===== src/rtl/accum_rd_ctrl_pkg.sv =====
// Shared types for the accumulator read controller: FSM state encoding and
// the row-address type of the default accumulator geometry.
package accum_rd_ctrl_pkg;

    localparam int unsigned PKG_ACCUM_ROW  = 256;
    localparam int unsigned PKG_ADDR_WIDTH = $clog2(PKG_ACCUM_ROW);

    typedef logic [PKG_ADDR_WIDTH-1:0] addr_t;

    typedef enum logic [1:0] {
        ST_IDLE  = 2'd0,
        ST_ISSUE = 2'd1,
        ST_DRAIN = 2'd2
    } state_t;

endpackage


===== src/rtl/accum_delay_line.sv =====
// Fixed-depth register pipeline with async clear; DEPTH=0 is a plain wire.
module accum_delay_line #(
    parameter int WIDTH = 1,
    parameter int DEPTH = 1
) (
    input  logic             clk,
    input  logic             rstn,
    input  logic [WIDTH-1:0] din,
    output logic [WIDTH-1:0] dout
);

    generate
        if (DEPTH == 0) begin : g_pass
            logic unused_clk_s;
            assign unused_clk_s = &{1'b0, clk, rstn};
            assign dout = din;
        end else begin : g_pipe
            logic [WIDTH-1:0] stage_r [DEPTH];

            // Shift register; every stage clears on reset so aborted data vanishes
            always_ff @(posedge clk or negedge rstn) begin
                if (!rstn) begin
                    for (int i = 0; i < DEPTH; i++) begin
                        stage_r[i] <= {WIDTH{1'b0}};
                    end
                end else begin
                    stage_r[0] <= din;
                    for (int i = 1; i < DEPTH; i++) begin
                        stage_r[i] <= stage_r[i-1];
                    end
                end
            end

            assign dout = stage_r[DEPTH-1];
        end
    endgenerate

endmodule


===== src/rtl/accum_rd_ctrl.sv =====
// Accumulator read controller: issues one row per cycle down a diagonally
// skewed set of column reads and realigns the returned data into full rows.
module accum_rd_ctrl
    import accum_rd_ctrl_pkg::*;
#(
    parameter  int SYS_COL    = 16,
    parameter  int ACCUM_ROW  = 256,
    parameter  int DATA_WIDTH = 32,
    localparam int ADDR_WIDTH = $clog2(ACCUM_ROW)
) (
    input  logic                          clk,
    input  logic                          rstn,
    input  logic                          cmd_valid,
    output logic                          cmd_ready,
    input  logic [ADDR_WIDTH-1:0]         cmd_base_addr,
    input  logic [ADDR_WIDTH-1:0]         cmd_len,
    output logic [SYS_COL-1:0]            rd_en_out,
    output logic [ADDR_WIDTH-1:0]         rd_addr_out [0:SYS_COL-1],
    input  logic [DATA_WIDTH-1:0]         rd_data_in  [0:SYS_COL-1],
    output logic                          out_valid,
    output logic [SYS_COL*DATA_WIDTH-1:0] out_data,
    output logic                          out_last,
    output logic                          busy
);

    // Each skew lane carries {last_row, rd_en, rd_addr}
    localparam int LANE_W = ADDR_WIDTH + 2;

    state_t                        state_r;
    state_t                        state_nxt_s;
    logic                          cmd_ready_r;
    logic                          busy_r;
    logic [ADDR_WIDTH-1:0]         base_r;
    logic [ADDR_WIDTH-1:0]         len_r;
    logic [ADDR_WIDTH-1:0]         row_r;
    logic                          accept_s;
    logic                          issue_s;
    logic                          issue_last_s;
    logic [LANE_W-1:0]             lane0_r;
    logic [LANE_W-1:0]             lane_s    [SYS_COL];
    logic [DATA_WIDTH-1:0]         aligned_s [SYS_COL];
    logic [SYS_COL*DATA_WIDTH-1:0] aligned_flat_s;
    logic                          tail_en_r;
    logic                          tail_last_r;
    logic                          out_valid_r;
    logic                          out_last_r;
    logic [SYS_COL*DATA_WIDTH-1:0] out_data_r;

    // State register; ready/busy are registered decodes of the next state
    always_ff @(posedge clk or negedge rstn) begin
        if (!rstn) begin
            state_r     <= ST_IDLE;
            cmd_ready_r <= 1'b0;
            busy_r      <= 1'b0;
        end else begin
            state_r     <= state_nxt_s;
            cmd_ready_r <= (state_nxt_s == ST_IDLE);
            busy_r      <= (state_nxt_s != ST_IDLE);
        end
    end

    // Next-state logic; DRAIN ends once the final row has been presented
    always_comb begin
        state_nxt_s = state_r;
        case (state_r)
            ST_IDLE:  state_nxt_s = accept_s     ? ST_ISSUE : ST_IDLE;
            ST_ISSUE: state_nxt_s = issue_last_s ? ST_DRAIN : ST_ISSUE;
            ST_DRAIN: state_nxt_s = out_last_r   ? ST_IDLE  : ST_DRAIN;
            default:  state_nxt_s = ST_IDLE;
        endcase
    end

    // FSM output decode
    always_comb begin
        accept_s     = 1'b0;
        issue_s      = 1'b0;
        issue_last_s = 1'b0;
        case (state_r)
            ST_IDLE: begin
                accept_s = cmd_valid & cmd_ready_r;
            end
            ST_ISSUE: begin
                issue_s      = 1'b1;
                issue_last_s = (row_r == len_r);
            end
            ST_DRAIN: begin
                accept_s = 1'b0;
            end
            default: begin
                accept_s = 1'b0;
            end
        endcase
    end

    // Command latch and row counter
    always_ff @(posedge clk or negedge rstn) begin
        if (!rstn) begin
            base_r <= {ADDR_WIDTH{1'b0}};
            len_r  <= {ADDR_WIDTH{1'b0}};
            row_r  <= {ADDR_WIDTH{1'b0}};
        end else if (accept_s) begin
            base_r <= cmd_base_addr;
            len_r  <= cmd_len;
            row_r  <= {ADDR_WIDTH{1'b0}};
        end else if (issue_s) begin
            row_r  <= row_r + {{(ADDR_WIDTH-1){1'b0}}, 1'b1};
        end
    end

    // Column-0 read request; the address wraps naturally at ADDR_WIDTH bits
    always_ff @(posedge clk or negedge rstn) begin
        if (!rstn) begin
            lane0_r <= {LANE_W{1'b0}};
        end else begin
            lane0_r <= {issue_last_s, issue_s,
                        issue_s ? (base_r + row_r) : {ADDR_WIDTH{1'b0}}};
        end
    end

    assign lane_s[0] = lane0_r;

    genvar j;
    generate
        for (j = 1; j < SYS_COL; j++) begin : g_skew
            accum_delay_line #(.WIDTH(LANE_W), .DEPTH(1)) u_skew (
                .clk  (clk),
                .rstn (rstn),
                .din  (lane_s[j-1]),
                .dout (lane_s[j])
            );
        end

        for (j = 0; j < SYS_COL; j++) begin : g_col
            assign rd_en_out[j]   = lane_s[j][ADDR_WIDTH];
            assign rd_addr_out[j] = lane_s[j][ADDR_WIDTH-1:0];

            // Early columns wait longer so every column lands in the same cycle
            accum_delay_line #(.WIDTH(DATA_WIDTH), .DEPTH(SYS_COL-1-j)) u_deskew (
                .clk  (clk),
                .rstn (rstn),
                .din  (rd_data_in[j]),
                .dout (aligned_s[j])
            );
        end
    endgenerate

    // Row qualifier tracks the last column's request across the bank latency
    always_ff @(posedge clk or negedge rstn) begin
        if (!rstn) begin
            tail_en_r   <= 1'b0;
            tail_last_r <= 1'b0;
        end else begin
            tail_en_r   <= lane_s[SYS_COL-1][ADDR_WIDTH];
            tail_last_r <= lane_s[SYS_COL-1][ADDR_WIDTH+1];
        end
    end

    // Pack aligned columns into one row word
    always_comb begin
        aligned_flat_s = {(SYS_COL*DATA_WIDTH){1'b0}};
        for (int c = 0; c < SYS_COL; c++) begin
            aligned_flat_s[c*DATA_WIDTH +: DATA_WIDTH] = aligned_s[c];
        end
    end

    // Output row register; data holds between valid rows
    always_ff @(posedge clk or negedge rstn) begin
        if (!rstn) begin
            out_valid_r <= 1'b0;
            out_last_r  <= 1'b0;
            out_data_r  <= {(SYS_COL*DATA_WIDTH){1'b0}};
        end else begin
            out_valid_r <= tail_en_r;
            out_last_r  <= tail_en_r & tail_last_r;
            if (tail_en_r) begin
                out_data_r <= aligned_flat_s;
            end
        end
    end

    assign cmd_ready = cmd_ready_r;
    assign busy      = busy_r;
    assign out_valid = out_valid_r;
    assign out_last  = out_last_r;
    assign out_data  = out_data_r;

endmodule


===== config.mk =====
export PLATFORM = sky130hd
export DESIGN_NAME = accum_rd_ctrl
export DESIGN_NICKNAME = d
export VERILOG_FILES = /design/src/rtl/accum_rd_ctrl_pkg.sv /design/src/rtl/accum_delay_line.sv /design/src/rtl/accum_rd_ctrl.sv
export SDC_FILE = /design/constraint.sdc
export NUM_CORES = 2
export LEC_CHECK = 0
export CAP_MARGIN = 20
export CORE_MARGIN = 8
export CORE_UTILIZATION = 55
export DETAILED_ROUTE_END_ITERATION = 6
export PLACE_DENSITY = 0.78
export SETUP_SLACK_MARGIN = 0.3
export SLEW_MARGIN = 0
export SYNTH_ARGS = -nofsm -noshare
export SYNTH_HDL_FRONTEND = slang
export SYNTH_SLANG_ARGS = --single-unit

===== constraint.sdc =====
create_clock -name clk -period 1.9 [get_ports clk]
set_input_delay 0.38 -clock clk [delete_from_list [all_inputs] [get_ports clk]]
set_output_delay 0.38 -clock clk [all_outputs]
set_load 0.01 [all_outputs]

* Yosys cells after proc, flatten, opt, wreduce, memory -nomap -nowiden
Cells that the tools add are included.
** Storage, ports and cells
- Register bits after elaboration :: 4544
- Bits of input ports :: 531
- Logic and storage cells :: 168
- Output and inout bits :: 660
** Cells by class
- Mux-type cells :: 10
- Reduce and logical (&&, ||, !) cells :: 4
- Eq/ne operators :: 3
- Add/sub/neg operators :: 2
- Bitwise operators :: 2
** Operators with widths (number)
- 8-bit two-way mux :: 3
- 8-bit by 1-bit adder with 8-bit output, second input constant :: 1
- 8-bit adder :: 1
- 8-bit equality test :: 1
- 2-bit one-hot mux with 3 select lines :: 1
- 2-bit logical NOT :: 2
- 1-bit two-way mux :: 4
- 2-bit two-way mux :: 2
- 2-bit nonzero test :: 2
- 1-bit bitwise AND :: 2
- 2-bit by 1-bit equality test with 1-bit output, second input constant :: 1
- 2-bit equality test, second input constant :: 1

* Longest topological paths before layout
- Depth after elaboration :: 5
- Depth in mapped cells :: 6
- Depth with buffers taken out :: 6

* Cells and area by module
A second synthesis with hierarchy kept.
** Second synthesis, totals
- Cell total of the unflattened synthesis :: 5756
- Area, all modules :: 124583.2 um^2
** Modules (own cells, without submodules)
- accum_rd_ctrl :: times used 1, sequential area each 13863.3 um^2, area each 21134.0 um^2, cells an instance 1286
- accum_delay_line (g_col[0].u_deskew) :: times used 1, sequential area each 12011.5 um^2, area each 12251.8 um^2, cells an instance 512
- accum_delay_line (g_col[1].u_deskew) :: times used 1, sequential area each 11210.8 um^2, area each 11451.0 um^2, cells an instance 480
- accum_delay_line (g_col[2].u_deskew) :: times used 1, sequential area each 10410.0 um^2, area each 10650.2 um^2, cells an instance 448
- accum_delay_line (g_col[3].u_deskew) :: times used 1, sequential area each 9609.2 um^2, area each 9849.4 um^2, cells an instance 416
- accum_delay_line (g_col[4].u_deskew) :: times used 1, sequential area each 8808.4 um^2, area each 9048.7 um^2, cells an instance 384
- accum_delay_line (g_col[5].u_deskew) :: times used 1, sequential area each 8007.7 um^2, area each 8247.9 um^2, cells an instance 352
- accum_delay_line (g_col[6].u_deskew) :: times used 1, sequential area each 7206.9 um^2, area each 7447.1 um^2, cells an instance 320
- accum_delay_line (g_col[7].u_deskew) :: times used 1, sequential area each 6406.1 um^2, area each 6646.4 um^2, cells an instance 288
- accum_delay_line (g_col[8].u_deskew) :: times used 1, sequential area each 5605.4 um^2, area each 5845.6 um^2, cells an instance 256
- accum_delay_line (g_col[9].u_deskew) :: times used 1, sequential area each 4804.6 um^2, area each 5044.8 um^2, cells an instance 224
- accum_delay_line (g_col[10].u_deskew) :: times used 1, sequential area each 4003.8 um^2, area each 4244.1 um^2, cells an instance 192
- accum_delay_line (g_skew[10].u_skew ...) :: times used 15, sequential area each 250.2 um^2, area each 250.2 um^2, cells an instance 10
- accum_delay_line (g_col[11].u_deskew) :: times used 1, sequential area each 3203.1 um^2, area each 3443.3 um^2, cells an instance 160
- +4 rows

* Worst setup path after synthesis
No wires, ideal clock.
- Kind :: reg-to-reg
- From :: register row_r[0]
- To :: register lane0_r[6]
- Path slack :: 294 ps
- Setup time :: 139 ps
- Arrival :: 1467 ps
- Required time :: 1761 ps
- Stages on the path, launching flop included :: 7
- Period minus slack after synthesis :: 1606 ps
- Buffers on the path :: 0
- Path through :: dfrtp_1 -> ha_1 -> fa_1 -> a21oi_1 -> o21ai_0 -> nand2_1 -> o211ai_1
** On the way
- Cells in the longest elaborated chain, start to end :: 2
** RTL lines
- from (decl) :: line accum_rd_ctrl.sv:35 : logic [ADDR_WIDTH-1:0] row_r;
- from (signal assigned) :: line accum_rd_ctrl.sv:100 : row_r <= {ADDR_WIDTH{1'b0}};
- from (signal assigned) :: line accum_rd_ctrl.sv:104 : row_r <= {ADDR_WIDTH{1'b0}};
- from (signal assigned) :: line accum_rd_ctrl.sv:106 : row_r <= row_r + {{(ADDR_WIDTH-1){1'b0}}, 1'b1};
- 8-bit adder :: line accum_rd_ctrl.sv:116 : issue_s ? (base_r + row_r) : {ADDR_WIDTH{1'b0}}};
- 8-bit two-way mux :: line accum_rd_ctrl.sv:116
- to (signal assigned) :: line accum_rd_ctrl.sv:113 : lane0_r <= {LANE_W{1'b0}};
- to (signal assigned) :: line accum_rd_ctrl.sv:115 : lane0_r <= {issue_last_s, issue_s,
- to (decl) :: line accum_rd_ctrl.sv:39 : logic [LANE_W-1:0] lane0_r;
No other way between the ends.
A chain may end at the register's enable or synchronous reset.

* Final worst setup path
- From :: register row_r[2]
- To :: register row_r[3]
** On the way
- Cells in the longest elaborated chain, start to end :: 3
** RTL lines
- 8-bit by 1-bit adder with 8-bit output :: line accum_rd_ctrl.sv:106
- 8-bit two-way mux :: line accum_rd_ctrl.sv:105 : end else if (issue_s) begin
- 8-bit two-way mux :: line accum_rd_ctrl.sv:101 : end else if (accept_s) begin
No other way between the ends. The select of a mux whose other input is x is not followed.

==> flow_summary.ini <==
[setup_path]
cp_max_fo = 8
reg2reg_setup_slack_ns = -0.24
path_cells = buf_4, buf_4, nand3_2, and2_1, o21ai_1, o31ai_1
arrival_ns = 2.97
worstReg2RegEnd = row_r[3]
critPathRequiredTime_ns = 2.73
critPathMaxStageDelay_ns = 0.51
crit_type = flop to flop
slowest_stage = o21ai_1
cp_num_buf_inv = 2
cp-start-kind = flop
cp_num_cells = 6
regToRegStartpoint = row_r[2]
crit_top_cell = buf_4
rr_worst_depth = 6
cp-end-kind = flop
crit_end = row_r[3]
crit_start = row_r[2]
crit_family = compound AO/OA/AOI/OAI gates

[floorplan]
die_y_microns = 487
die-area_sq_um = 237000
coreArea_sq_um = 221000
die_w_microns = 487
num_rows = 173
io_pins = 1191
initial_utilization_pct = 55.1

[route]
via_per_inst = 5.37
vias = 61700
drtPass1Iterations = 7
drt-total-wl_mm = 417
drtIter0Drc = 4969
wl_per_cell_microns = 36.3
drc = 0
detail-route-antenna-nets = 0

[timing]
worst_pin_slew_ns = 0.812
slew_headroom_pct = 45.9
slew_viol_final = 0
layout_min_cycle_time_ns = 2.14
grt_setup_unrepaired = yes
fin_worst_skew_ns = 0.149
setup_ws_ns = -0.239
hold_viol_final = 0
fmax_ghz = 0.467
setup_viol = 316
finalCritPeriodShare_pct = 113

[clock_network]
cts-buffers-inserted = 422
insertion_delay_ns = 1.01
clk_pin_slew_ns = 0.08
clockBufferDepth = 4
cts-root-buf = clkbuf_16
cts.sink_count = 4544
cts_tree = yes
cts-htree-levels = 5

[run_status]
status = finished with violations
violations = setup timing

[global_route]
grt_overflow = 0
grt_pass1_wl_mm = 543
antenna_found_initial = 136
grt.total_usage_pct = 32.7
grt_pass1_vias = 70200
grt_max_degree = 126

[synthesis]
ys_seq_area_share_pct = 93.2
synth_edf_count = 0
synth_area_sq_um = 122000
yosys.area.top_type = dfrtp_1
synth_area_leaders = dfrtp_1 (93%), mux2_2 (4.9%), buf_4 (0.98%)
ys_types = 37
ys_warn_count = 0
synth-seq-cells = 4544
syn_area_per_cell_sq_um = 22.7
async_reset_ff_share_pct = 100
synth_top_flop_cell = dfrtp_1
yosys.area.top_type_share_pct = 93.2
synth_cells = 5381
synth_fp_nets = 5921

[final_layout]
layout-drive-gt1-share_pct = 32.7
area_delta_synth_final_pct = 33.8
final_nets = 8570
fillers = 10500

[pwr]
cellLeakagePower_nw = 74.6
vdd_drop_max_mv = 1.35
p_total_mw = 255
p_per_area_nw_per_um2 = 1560

[run]
max-cap-violations = 0

[placement]
gp_congestion = 0.910
place_ws_ns = 0.0442
portBuffers = 1190
dp_hpwl_mm = 195

[hold_path]
min_path_type = primary input to flop
registers in the layout, summed over array words and instances, names as in the netlist, 2 cells and up:
register	count
g_skew.u_skew.dout	150
len_r	8
out_data	512
lane0_r	10
row_r	8
g_col.u_deskew.dout	480
state_r	2
g_col.u_deskew.g_pipe.stage_r	3360
base_r	8
area by class of cell:
| type | count | area (sq um) | share of cell area [%] |
|---|---|---|---|
| flip-flops and latches | 4544 | 114000 | 69.7 |
| repair buffers | 2432 | 24100 | 14.8 |
| clock buffers | 597 | 12200 | 7.47 |
| multi-input cells | 626 | 6900 | 4.23 |
| well taps | 2975 | 3720 | 2.28 |
| clock inverters | 158 | 2110 | 1.29 |
| diodes | 144 | 360 | 0.221 |
| inverters | 4 | 17.5 | 0.0107 |
cells by family after synthesis:
| logic type | share of synthesized area (%) |
|---|---|
| AOI/OAI and AO/OA | 0.143 |
| xor gates and xnor gates | 0.0861 |
| adders and majority gates | 0.0984 |
| buffers and inverters | 1.39 |
| DFF | 93.2 |
| muxes | 4.88 |
| and+or+nand+nor | 0.208 |
what timing repair did:
action / CTS / global route
resized for setup: 3668 / 130
hold endpoints to repair: 4416 / 0
setup buffers: 316 / 222
cloned: 0 / 0
pin swaps: 9 / 13
hold buffers: 491 / 0
endpoints found under the setup margin: 668 / 674
metal layers:
layer / global-route usage (%) / vias to the layer above / share of wire [%]
li1: - / 22600 / -
met1: 36.1 / 33700 / 31
met2: 56.6 / 3780 / 51
met3: 8.98 / 1634 / 8.3
met4: 19.7 / 40 / 9.0
met5: 0 / - / 0.064
per-stage QoR:
stage               TNS [ns]  std cells  cell area [sq um]  utilization [%]  hold WS (ns)
global route          -42.75      11400             163000             73.7        0.0152
detailed placement         0       9552             139000             62.6         0.335
CTS                   -48.75      11100             161000             72.5       0.00189
global placement           0       9552             139000             62.6         0.331
floorplan                  0       5381             122000                -        0.0844
finish                -12.36      11500             163000             73.7        0.0417
worst min path at each step:
stage | start | end | slack (ns) | cells after the start
3_3_place_gp | g_col[10].u_deskew.g_pipe.stage_r[77] | g_col[10].u_deskew.g_pipe.stage_r[45] | 0.33 | 0
4_1_cts | cmd_base_addr[5] | base_r[5] | 0.002 | 2
6_report | cmd_len[6] | len_r[6] | 0.04 | 2
5_1_grt | cmd_len[6] | len_r[6] | 0.02 | 2
2_1_floorplan | rstn | base_r[0] | 0.08 | 0
3_5_place_dp | g_col[0].u_deskew.g_pipe.stage_r[33] | g_col[0].u_deskew.dout[1] | 0.33 | 0
cell usage in the layout (no fill, tap or decap), types with 5 or more instances in the layout:
| cell | n |
|---|---|
| clkbuf_1 | 80 |
| mux2_2 | 528 |
| buf_4 | 649 |
| clkinvlp_4 | 15 |
| buf_2 | 58 |
| a21oi_4 | 6 |
| ha_4 | 7 |
| inv_6 | 5 |
| clkinv_4 | 5 |
| clkbuf_16 | 424 |
| nor2_1 | 6 |
| clkinv_2 | 80 |
| nand2_1 | 10 |
| xor2_1 | 6 |
| diode_2 | 144 |
| clkdlybuf4s50_1 | 529 |
| bufinv_16 | 42 |
| dfrtp_2 | 81 |
| dfrtp_1 | 4462 |
| buf_6 | 611 |
| dlygate4sd3_1 | 491 |
| clkbuf_8 | 93 |
| o21ai_0 | 7 |
| buf_12 | 89 |
cell usage after synthesis (3+ instances only):
library cell,n
inv_1,3
dfrtp_1,4544
nand3_1,4
nor3b_1,3
mux2_2,528
ha_1,8
buf_2,8
nor2_1,9
xnor2_1,4
nand2_1,13
and2_1,5
buf_6,39
nor3_1,4
a21oi_1,4
xor2_1,8
o21ai_0,13
buf_4,160
where the power goes:
part           switching, mW  leakage [nW]  internal (mW)  total, mW
combinational           22.5          14.5           24.5       47.0
clock                   41.1          7.05           50.6       91.8
sequential              9.21          53.0            107        116
total                   72.8          74.6            182        255
(Power assumes the default switching activity.)
==> RTL edit, RTL diff (same settings) <==
`DATA_WIDTH`: 32 -> 16.
--- a/src/rtl/accum_rd_ctrl.sv
+++ b/src/rtl/accum_rd_ctrl.sv
@@ -5,7 +5,7 @@
 #(
     parameter  int SYS_COL    = 16,
     parameter  int ACCUM_ROW  = 256,
-    parameter  int DATA_WIDTH = 32,
+    parameter  int DATA_WIDTH = 16,
     localparam int ADDR_WIDTH = $clog2(ACCUM_ROW)
 ) (
     input  logic                          clk,
Interface: changed (resized out_data and rd_data_in); port bits go from 1191 to 679. No check against the original RTL was run, so the function may have changed too.
==> RTL edit against the original RTL <==
  * Setup slack better by 0.32 ns
  * Synthesized area down 47%
  * Synthesized cell count down 46%
  * Sequential cell count down 2176
  * Core utilization down 2.8 points
  * Routed wire length down 63%
  * Design area down 50%
  * Combinational power down 56%
  * Die area down 46%
  * Count of clock-buffer cells in the layout down 286
  * Power down 51%
  * Largest cell class unchanged
  * Largest power group unchanged
==> RTL edit: results (changes against the original RTL) <==
.. list-table::
   :header-rows: 1

   * - Metric
     - Value
   * - Final HPWL from detailed placement
     - 81100 um (was 195000 um)
   * - Worst path slowest cell
     - sky130_fd_sc_hd__dfrtp_2 (was sky130_fd_sc_hd__o21ai_1)
   * - CTS H-tree lvls
     - 4 (was 5)
   * - Total Routing Usage GR
     - 0.236 (was 0.327)
   * - Max IR drop VDD
     - 1150 uV (was 1350 uV)
   * - Vias post-DR
     - 28297 (was 61694)
   * - Parity-gate share of the synthesized area counting xor and xnor cells
     - 0.00163 (was 0.000861)
   * - Filler cell count in the final layout
     - 6197 (was 10464)
   * - First-pass GRT wire length
     - 219000 um (was 543000 um)
   * - Placed standard-cell area
     - 72800 um2 (was 139000 um2)
   * - Fraction of final layout cells with drive strength greater than 1
     - 0.304 (was 0.327)
   * - Worst skew pair latency
     - 0.81 ns (was 1.01 ns)
   * - Antenna violations before repair
     - 35 (was 136)
   * - Arithmetic-cell share of the synthesized area counting full adders, half adders and majority gates
     - 0.00187 (was 0.000984)
   * - Max FFs per register
     - 1680 (was 3360)
   * - Pre-Repair DR Iteration Count
     - 5 (was 7)
   * - Status
     - completed (was finished with violations)
   * - Worst Reg2Reg Path Length in Cells
     - 4 (was 6)
   * - Post-synthesis sequential area ratio
     - 0.921 (was 0.932)
   * - Static leakage
     - 0.0378 uW (was 0.0746 uW)
   * - Global placer's final weighted congestion
     - 0.835 (was 0.910)
   * - Fraction of the mapped netlist area in compound gates
     - 0.00270 (was 0.00143)
   * - Top cell types by occurrence after synthesis
     - sky130_fd_sc_hd__dfrtp_1 (2368), sky130_fd_sc_hd__mux2_2 (272), sky130_fd_sc_hd__buf_4 (169) (was sky130_fd_sc_hd__dfrtp_1 (4544), sky130_fd_sc_hd__mux2_2 (528), sky130_fd_sc_hd__buf_4 (160))
   * - Pin count of the biggest net entering global routing
     - 130 (was 126)
   * - Worst stage delay on the critical path
     - 0.47 ns (was 0.51 ns)
   * - Largest buffer count on any clock path
     - 3 (was 4)
   * - Headroom to the max-slew limit
     - 0.550 (was 0.459)
   * - Multiplexer share of the synthesized area
     - 0.0478 (was 0.0488)
   * - Hold path cells
     - 1 (was 2)
   * - Worst setup EP type
     - primary output (was register)
   * - Worst path top cell family by delay
     - flip-flops (was compound AO/OA/AOI/OAI gates)
   * - Critical path fanouts, max
     - 2 (was 8)
   * - Arrival @ worst endpoint
     - 1.44 ns (was 2.97 ns)
## RTL edit: changes by cell type in the layout (fill, tap and decap cells not counted), sizes merged
cell and delta:
bufinv -27, clkbuf -199, diode -117, clkdlybuf4s50 -256, buf -870, dfrtp -2176, clkinv -51, dlygate4sd3 -322
clkinvlp -12, mux2 -256
## RTL edit: cells by family after synthesis
family / count (synthesis)
compound gates: 28
xor+xnor: 12
fa+ha+maj: 9
buf+inv: 183
flops: 2368
mux: 273
simple gates: 48
## RTL edit: through the flow
stage	hold slack (ns)	total power, uW	std cells
CTS	0.00159	122000	5609
global route	0.00378	129000	5734
floorplan	0.0844	67800	2921
detailed placement	0.273	79000	5021
global placement	0.277	78200	5021
finish	0.0402	125000	5743
## RTL edit: final timing paths
check	to	slack [ns]	from
worst max-delay path	out_data[217]	0.08	out_data[217]
worst min-delay path	g_col[2].u_deskew.g_pipe.stage_r[201]	0.04	rd_data_in[217]
worst max register to register	state_r[0]	0.14	row_r[3]
worst min register to register	g_col[3].u_deskew.g_pipe.stage_r[107]	0.33	g_col[3].u_deskew.g_pipe.stage_r[123]
max in group asynchronous	g_skew[14].u_skew.dout[2]	0.74	rstn
min in group asynchronous	g_col[4].u_deskew.g_pipe.stage_r[21]	0.12	rstn
## RTL edit: what timing repair did
item,CTS,global route
buffers inserted,41,106
hold endpoints to repair,1483,1
gates resized for setup,1326,625
hold buffers,168,1
pin swaps,0,7
setup endpoints to repair,408,411
## RTL edit: layout make-up
| class | instances | area share |
|---|---|---|
| sequential | 2368 | 0.720 |
| clock inverter | 68 | 0.0103 |
| tap | 1524 | 0.0232 |
| multi-input combinational | 370 | 0.0467 |
| timing repair buffer | 1071 | 0.123 |
| antenna | 27 | 0.000821 |
| inverter | 4 | 0.000182 |
| clock buffer | 311 | 0.0757 |
## RTL edit: per-layer routing
metal,routed length (um),up-vias,global-route usage
met3,9770,406,0.0680
met1,50900,15384,0.256
met5,48,-,0
met2,84000,1040,0.425
met4,8220,8,0.113
li1,-,11459,-
## RTL edit: report_power, final
| group | internal (uW) | switching, uW | total [uW] |
|---|---|---|---|
| logic | 10700 | 9810 | 20500 |
| clock network | 24800 | 18900 | 43600 |
| registers | 56400 | 4130 | 60500 |
